**src/rtl/fcmp_pipe.sv**
```systemverilog
// fcmp_pipe: two-stage pipelined floating-point compare/select unit.
// Ops: 0=EQ, 1=LT, 2=LE, 3=MIN, 4=MAX. Codes 5-7 are reserved and return y=0 with invalid=1.
// Ports:
//   clk, rst              clock, asynchronous active-high reset
//   in_valid/in_ready     input handshake for x1, x2 and op
//   x1, x2 [W-1:0]        operands {sign, exp, man}, where W = 1+EXP_W+MAN_W
//   op [2:0]              operation select
//   out_valid/out_ready   output handshake for y and invalid
//   y [W-1:0]             compare bit (zero-extended) or the selected operand
//   invalid               invalid-operation flag, qualified by out_valid
module fcmp_pipe #(
   parameter int unsigned EXP_W = 8,
   parameter int unsigned MAN_W = 23
) (
   input  logic                   clk,
   input  logic                   rst,
   input  logic                   in_valid,
   output logic                   in_ready,
   input  logic [EXP_W+MAN_W:0]   x1,
   input  logic [EXP_W+MAN_W:0]   x2,
   input  logic [2:0]             op,
   output logic                   out_valid,
   input  logic                   out_ready,
   output logic [EXP_W+MAN_W:0]   y,
   output logic                   invalid
);

   localparam int unsigned W = 1 + EXP_W + MAN_W;

   localparam logic [2:0] OP_EQ  = 3'd0;
   localparam logic [2:0] OP_LT  = 3'd1;
   localparam logic [2:0] OP_LE  = 3'd2;
   localparam logic [2:0] OP_MIN = 3'd3;
   localparam logic [2:0] OP_MAX = 3'd4;

   localparam logic [W-1:0] CANON_NAN = {1'b0, {EXP_W{1'b1}}, 1'b1, {(MAN_W-1){1'b0}}};

   // Zero exponent (zero or subnormal) flushes to +0.
   function automatic logic [W-1:0] flush(input logic [W-1:0] x);
      return (x[W-2 -: EXP_W] == '0) ? '0 : x;
   endfunction

   // Key whose unsigned order matches the numeric order of non-NaN values.
   function automatic logic [W-1:0] mkey(input logic [W-1:0] f);
      return f[W-1] ? {1'b0, ~f[W-2:0]} : {1'b1, f[W-2:0]};
   endfunction

   function automatic logic is_nan(input logic [W-1:0] x);
      return (x[W-2 -: EXP_W] == '1) && (x[MAN_W-1:0] != '0);
   endfunction

   function automatic logic is_snan(input logic [W-1:0] x);
      return is_nan(x) && !x[MAN_W-1];
   endfunction

   // Stage 1 state
   logic           s1_valid_q, s1_valid_d;
   logic [W-1:0]   f1_q, f1_d, f2_q, f2_d;
   logic [W-1:0]   k1_q, k1_d, k2_q, k2_d;
   logic           nan1_q, nan1_d, nan2_q, nan2_d;
   logic           snan1_q, snan1_d, snan2_q, snan2_d;
   logic [2:0]     op_q, op_d;

   // Stage 2 state
   logic           s2_valid_q, s2_valid_d;
   logic [W-1:0]   y_q, y_d;
   logic           inv_q, inv_d;

   logic           s2_ready;
   logic           in_fire;
   logic           s1_adv;

   // Handshake: a slot can take new data when it is empty or is draining this cycle.
   assign s2_ready = ~s2_valid_q | out_ready;
   assign in_ready = ~s1_valid_q | s2_ready;
   assign in_fire  = in_valid & in_ready;
   assign s1_adv   = s1_valid_q & s2_ready;

   // Stage 1: decode operands into flushed values, ordering keys and NaN class.
   always_comb begin
      s1_valid_d = s1_valid_q;
      f1_d       = f1_q;
      f2_d       = f2_q;
      k1_d       = k1_q;
      k2_d       = k2_q;
      nan1_d     = nan1_q;
      nan2_d     = nan2_q;
      snan1_d    = snan1_q;
      snan2_d    = snan2_q;
      op_d       = op_q;
      if (in_fire) begin
         s1_valid_d = 1'b1;
         f1_d       = flush(x1);
         f2_d       = flush(x2);
         k1_d       = mkey(flush(x1));
         k2_d       = mkey(flush(x2));
         nan1_d     = is_nan(x1);
         nan2_d     = is_nan(x2);
         snan1_d    = is_snan(x1);
         snan2_d    = is_snan(x2);
         op_d       = op;
      end else if (s1_adv) begin
         s1_valid_d = 1'b0;
      end
   end

   // Stage 2: compare the keys and select the result.
   always_comb begin
      logic any_nan, any_snan, eq, lt;
      any_nan    = nan1_q | nan2_q;
      any_snan   = snan1_q | snan2_q;
      eq         = (k1_q == k2_q);
      lt         = (k1_q < k2_q);
      s2_valid_d = s2_ready ? s1_valid_q : s2_valid_q;
      y_d        = y_q;
      inv_d      = inv_q;
      if (s1_adv) begin
         unique case (op_q)
            OP_EQ: begin
               y_d   = W'(eq & ~any_nan);
               inv_d = any_snan;
            end
            OP_LT: begin
               y_d   = W'(lt & ~any_nan);
               inv_d = any_nan;
            end
            OP_LE: begin
               y_d   = W'((lt | eq) & ~any_nan);
               inv_d = any_nan;
            end
            OP_MIN, OP_MAX: begin
               inv_d = any_snan;
               if (nan1_q && nan2_q)      y_d = CANON_NAN;
               else if (nan1_q)           y_d = f2_q;
               else if (nan2_q)           y_d = f1_q;
               // On a tie x1 is returned.
               else if (op_q == OP_MIN)   y_d = (lt | eq) ? f1_q : f2_q;
               else                       y_d = lt ? f2_q : f1_q;
            end
            default: begin
               y_d   = '0;
               inv_d = 1'b1;
            end
         endcase
      end
   end

   always_ff @(posedge clk or posedge rst) begin
      if (rst) begin
         s1_valid_q <= 1'b0;
         f1_q       <= '0;
         f2_q       <= '0;
         k1_q       <= '0;
         k2_q       <= '0;
         nan1_q     <= 1'b0;
         nan2_q     <= 1'b0;
         snan1_q    <= 1'b0;
         snan2_q    <= 1'b0;
         op_q       <= '0;
         s2_valid_q <= 1'b0;
         y_q        <= '0;
         inv_q      <= 1'b0;
      end else begin
         s1_valid_q <= s1_valid_d;
         f1_q       <= f1_d;
         f2_q       <= f2_d;
         k1_q       <= k1_d;
         k2_q       <= k2_d;
         nan1_q     <= nan1_d;
         nan2_q     <= nan2_d;
         snan1_q    <= snan1_d;
         snan2_q    <= snan2_d;
         op_q       <= op_d;
         s2_valid_q <= s2_valid_d;
         y_q        <= y_d;
         inv_q      <= inv_d;
      end
   end

   assign out_valid = s2_valid_q;
   assign y         = y_q;
   assign invalid   = inv_q;

endmodule

```
**config.mk**
```make
export PLATFORM = sky130hd
export DESIGN_NAME = fcmp_pipe
export DESIGN_NICKNAME = d
export VERILOG_FILES = /design/src/rtl/fcmp_pipe.sv
export SDC_FILE = /design/constraint.sdc
export NUM_CORES = 1
export LEC_CHECK = 0
export ABC_AREA = 1
export CAP_MARGIN = 10
export CORE_UTILIZATION = 27
export DETAILED_ROUTE_END_ITERATION = 6
export HOLD_SLACK_MARGIN = 0.02
export PLACE_DENSITY = 0.41
export SLEW_MARGIN = 40
export SYNTH_ARGS = -nofsm -noshare
export SYNTH_HDL_FRONTEND = slang
export SYNTH_SLANG_ARGS = --single-unit
```
**constraint.sdc**
```tcl
create_clock -name clk -period 7.95 [get_ports clk]
set_clock_uncertainty 0.1 [all_clocks]
set_input_delay 1.59 -clock clk [delete_from_list [all_inputs] [get_ports clk]]
set_output_delay 1.59 -clock clk [all_outputs]
set_load 0.02 [all_outputs]
```
==> impl_metrics.env <==
export IMPL_outcome="finished clean"
export IMPL_clock_path_buffers=2
export IMPL_power_uw=2980
export IMPL_path_clk_slew_ns=0.07
export IMPL_synthCells=1257
export IMPL_gp_congestion=0.763
export IMPL_syn_nets=1360
export IMPL_final_hold_viol_count=0
export IMPL_synth_area_leaders="dfrtp_1, nand2_1, o21ai_0"
export IMPL_path_max_fanout=3
export IMPL_rsz0062_at_grt="false"
export IMPL_die_area_um2=35900
export IMPL_synth_xor_area_share_pct=0
export IMPL_syn_area_um2=9490
export IMPL_crit_path_start_kind="input port"
export IMPL_io_pins=106
export IMPL_slowest_delay_ns=0.65
export IMPL_worstHoldPathType="register to register"
export IMPL_fin_nets=1421
export IMPL_cts_buffers=17
export IMPL_initial_core_util_pct=27.5
export IMPL_cts_setup_buffers=0
export IMPL_synth_cell_type_count=40
export IMPL_die_h_um=189
export IMPL_ctsHoldBuffers=0
export IMPL_place_area_um2=10900
export IMPL_ctsResizeCount=0
export IMPL_insertedDiodeCount=0
export IMPL_grt_max_degree=99
export IMPL_yosys_warnings=0
export IMPL_routed_wl_um=32100
export IMPL_crit_chain="clkdlybuf4s50_1 -> inv_1 -> nand3_1 -> clkdlybuf4s50_1"
export IMPL_synthMuxAreaShare_pct=0.119
export IMPL_cp_data_required_time_ns=6.26
export IMPL_drcViolationCount=0
export IMPL_dp_final_hpwl_um=22400
export IMPL_grt_pass1_wl_um=50300
export IMPL_finalCritPeriodShare_pct=57.9
export IMPL_drt_iter0_drc=632
export IMPL_cts_tree="built"
export IMPL_antenna_left=0
export IMPL_fmax_mhz=217
export IMPL_synthAdderAreaFrac_pct=4.22
export IMPL_synth_area_per_cell_um2=7.55
export IMPL_grt_pass1_vias=8064
export IMPL_relSlewSlack_pct=46.5
export IMPL_stdcell_count=1786
export IMPL_ys_seq_area_share_pct=44.8
export IMPL_groute_usage_overall_pct=18.5
export IMPL_critPathKind="input port to output pin"
export IMPL_vias=8576
export IMPL_design_area_um2=11500
export IMPL_setup_tns_ns=0
export IMPL_drv_slew=0
export IMPL_ys_top_cells_by_count="nand2_1, dfrtp_1, o21ai_0"
export IMPL_num_rows=68
export IMPL_cap_violations=0
export IMPL_synth_top_family_by_area="simple AND/OR/NAND/NOR gates"
export IMPL_place_inst=1754
export IMPL_first_pass_iters=4
export IMPL_fp_dieW_um=189
export IMPL_via_per_inst=4.80
export IMPL_endpoint_kind="output pin"
export IMPL_clkSinkCount=170
export IMPL_crit_arrival_ns=2.91
export IMPL_layout_drive_gt1_share_pct=5.56
export IMPL_setup_viol=0
export IMPL_post_route_min_period_ns=4.60
export IMPL_portBuffers=105
export IMPL_antenna_found_initial=1
export IMPL_power_leakage_uw=0.00544
export IMPL_h_tree_depth=4
export IMPL_coreArea_um2=34500
export IMPL_synth_top_cell_area_share_pct=44.8
export IMPL_vdd_ir_drop_worst_mv=0.157
export IMPL_clock_latency_ns=0.45
export IMPL_cts_root_buf="clkbuf_16"
export IMPL_syn2layout_area_growth_pct=21.3
export IMPL_cpMostUsedCell="clkdlybuf4s50_1"
export IMPL_synth_compound_area_share_pct=20.7
export IMPL_tightest_slew_ns=0.802
export IMPL_async_flop_share_pct=100
export IMPL_wl_per_cell_um=18.0
export IMPL_p_per_area_nw_per_um2=259
export IMPL_utilization_pct=33.3
export IMPL_crit_slowest_cell="clkdlybuf4s50_1"
export IMPL_globalRouteOverflowTotal=0
export IMPL_synth_largest_area_cell="dfrtp_1"
export IMPL_synth_edf_count=0
export IMPL_yosys_area_share_simple_pct=21.3
export IMPL_yosys_cell_count_top_type="nand2_1"
export IMPL_synth_seq_cells=170
export IMPL_ys_flop_type="dfrtp_1"
## metrics by stage
step / hold slack (ns) / setup WS [ns]
after floorplan: 0.353 / 1.66
after global placement: 0.366 / 3.27
after detailed placement: 0.369 / 3.28
after CTS: 0.388 / 3.31
after global routing: 0.404 / 3.28
final: 0.380 / 3.35
## cells in the final DEF (no fill, tap or decap), types with 4 or more instances in the layout
cell             synthesis  layout
a21oi_1                115     115
ha_1                    32      32
nor4_1                  16      16
o21ai_0                130     130
inv_1                  127     125
a22oi_1                  7       7
inv_6                    0       4
nor2_2                   5       5
o22ai_1                 18      18
nand2_1                376     373
clkbuf_16                0      17
nand4_1                  8       8
dfrtp_1                170     169
buf_4                    1       9
nand2_2                  3       6
a21oi_2                  6       6
o21ai_1                 34      34
nand3_1                 45      45
nor2_1                  31      30
clkdlybuf4s50_1          0     105
o211ai_1                36      36
## routing by layer
metal	global-route usage (%)	share of wire (%)	wire, µm
met1	29.8	54	17400
met2	25.0	40	12800
met3	3.15	4.5	1460
met4	4.22	1.2	394
met5	0	0.040	13
## worst paths after layout
kind | startpoint | to | slack [ns] | cells past startpoint
worst min register to register | y[12] | y[12] | 0.38 | 2
worst min-delay path | y[12] | y[12] | 0.38 | 2
max in group asynchronous | rst | f2_q[29] | 5.05 | 3
worst max-delay path | out_ready | in_ready | 3.35 | 4
min in group asynchronous | rst | y[28] | 1.52 | 2
worst max register to register | k1_q[13] | y[26] | 4.51 | 19
## where the power goes
| group | internal, µW | switching [µW] | leakage, µW |
|---|---|---|---|
| sequential | 1020 | 106 | 0.00208 |
| clock | 512 | 399 | 0.000302 |
| combinational | 355 | 586 | 0.00306 |
## state kept, by name, summed over array words and instances, names as in the netlist
signal / cells
snan2_q: 1
op_q: 3
snan1_q: 1
f2_q: 32
out_valid: 1
k2_q: 32
nan1_q: 1
s1_valid_q: 1
invalid: 1
k1_q: 32
nan2_q: 1
f1_q: 32
y: 32
## kinds of logic after synthesis
logic type,Yosys count
adder cells (fa/ha/maj),32
AND/OR/NAND/NOR,492
multiplexers,1
buffers and inverters,207
AO/OA/AOI/OAI,355
flip-flops,170
## critical path: cells and delay by family
family	cells	cell delay [ns]
buffers and inverters	3	1.15
AND/OR/NAND/NOR	1	0.17
## final cells by class
| class | instances | area [µm²] |
|---|---|---|
| sequential | 170 | 4260 |
| inverter | 132 | 505 |
| multi-input combinational | 880 | 4400 |
| fill | 3746 | 23000 |
| tap | 455 | 569 |
| timing repair buffer | 117 | 1150 |
| clock buffer | 18 | 439 |
| clock inverter | 14 | 185 |
No activity file was read; power rests on OpenSTA's default activity.
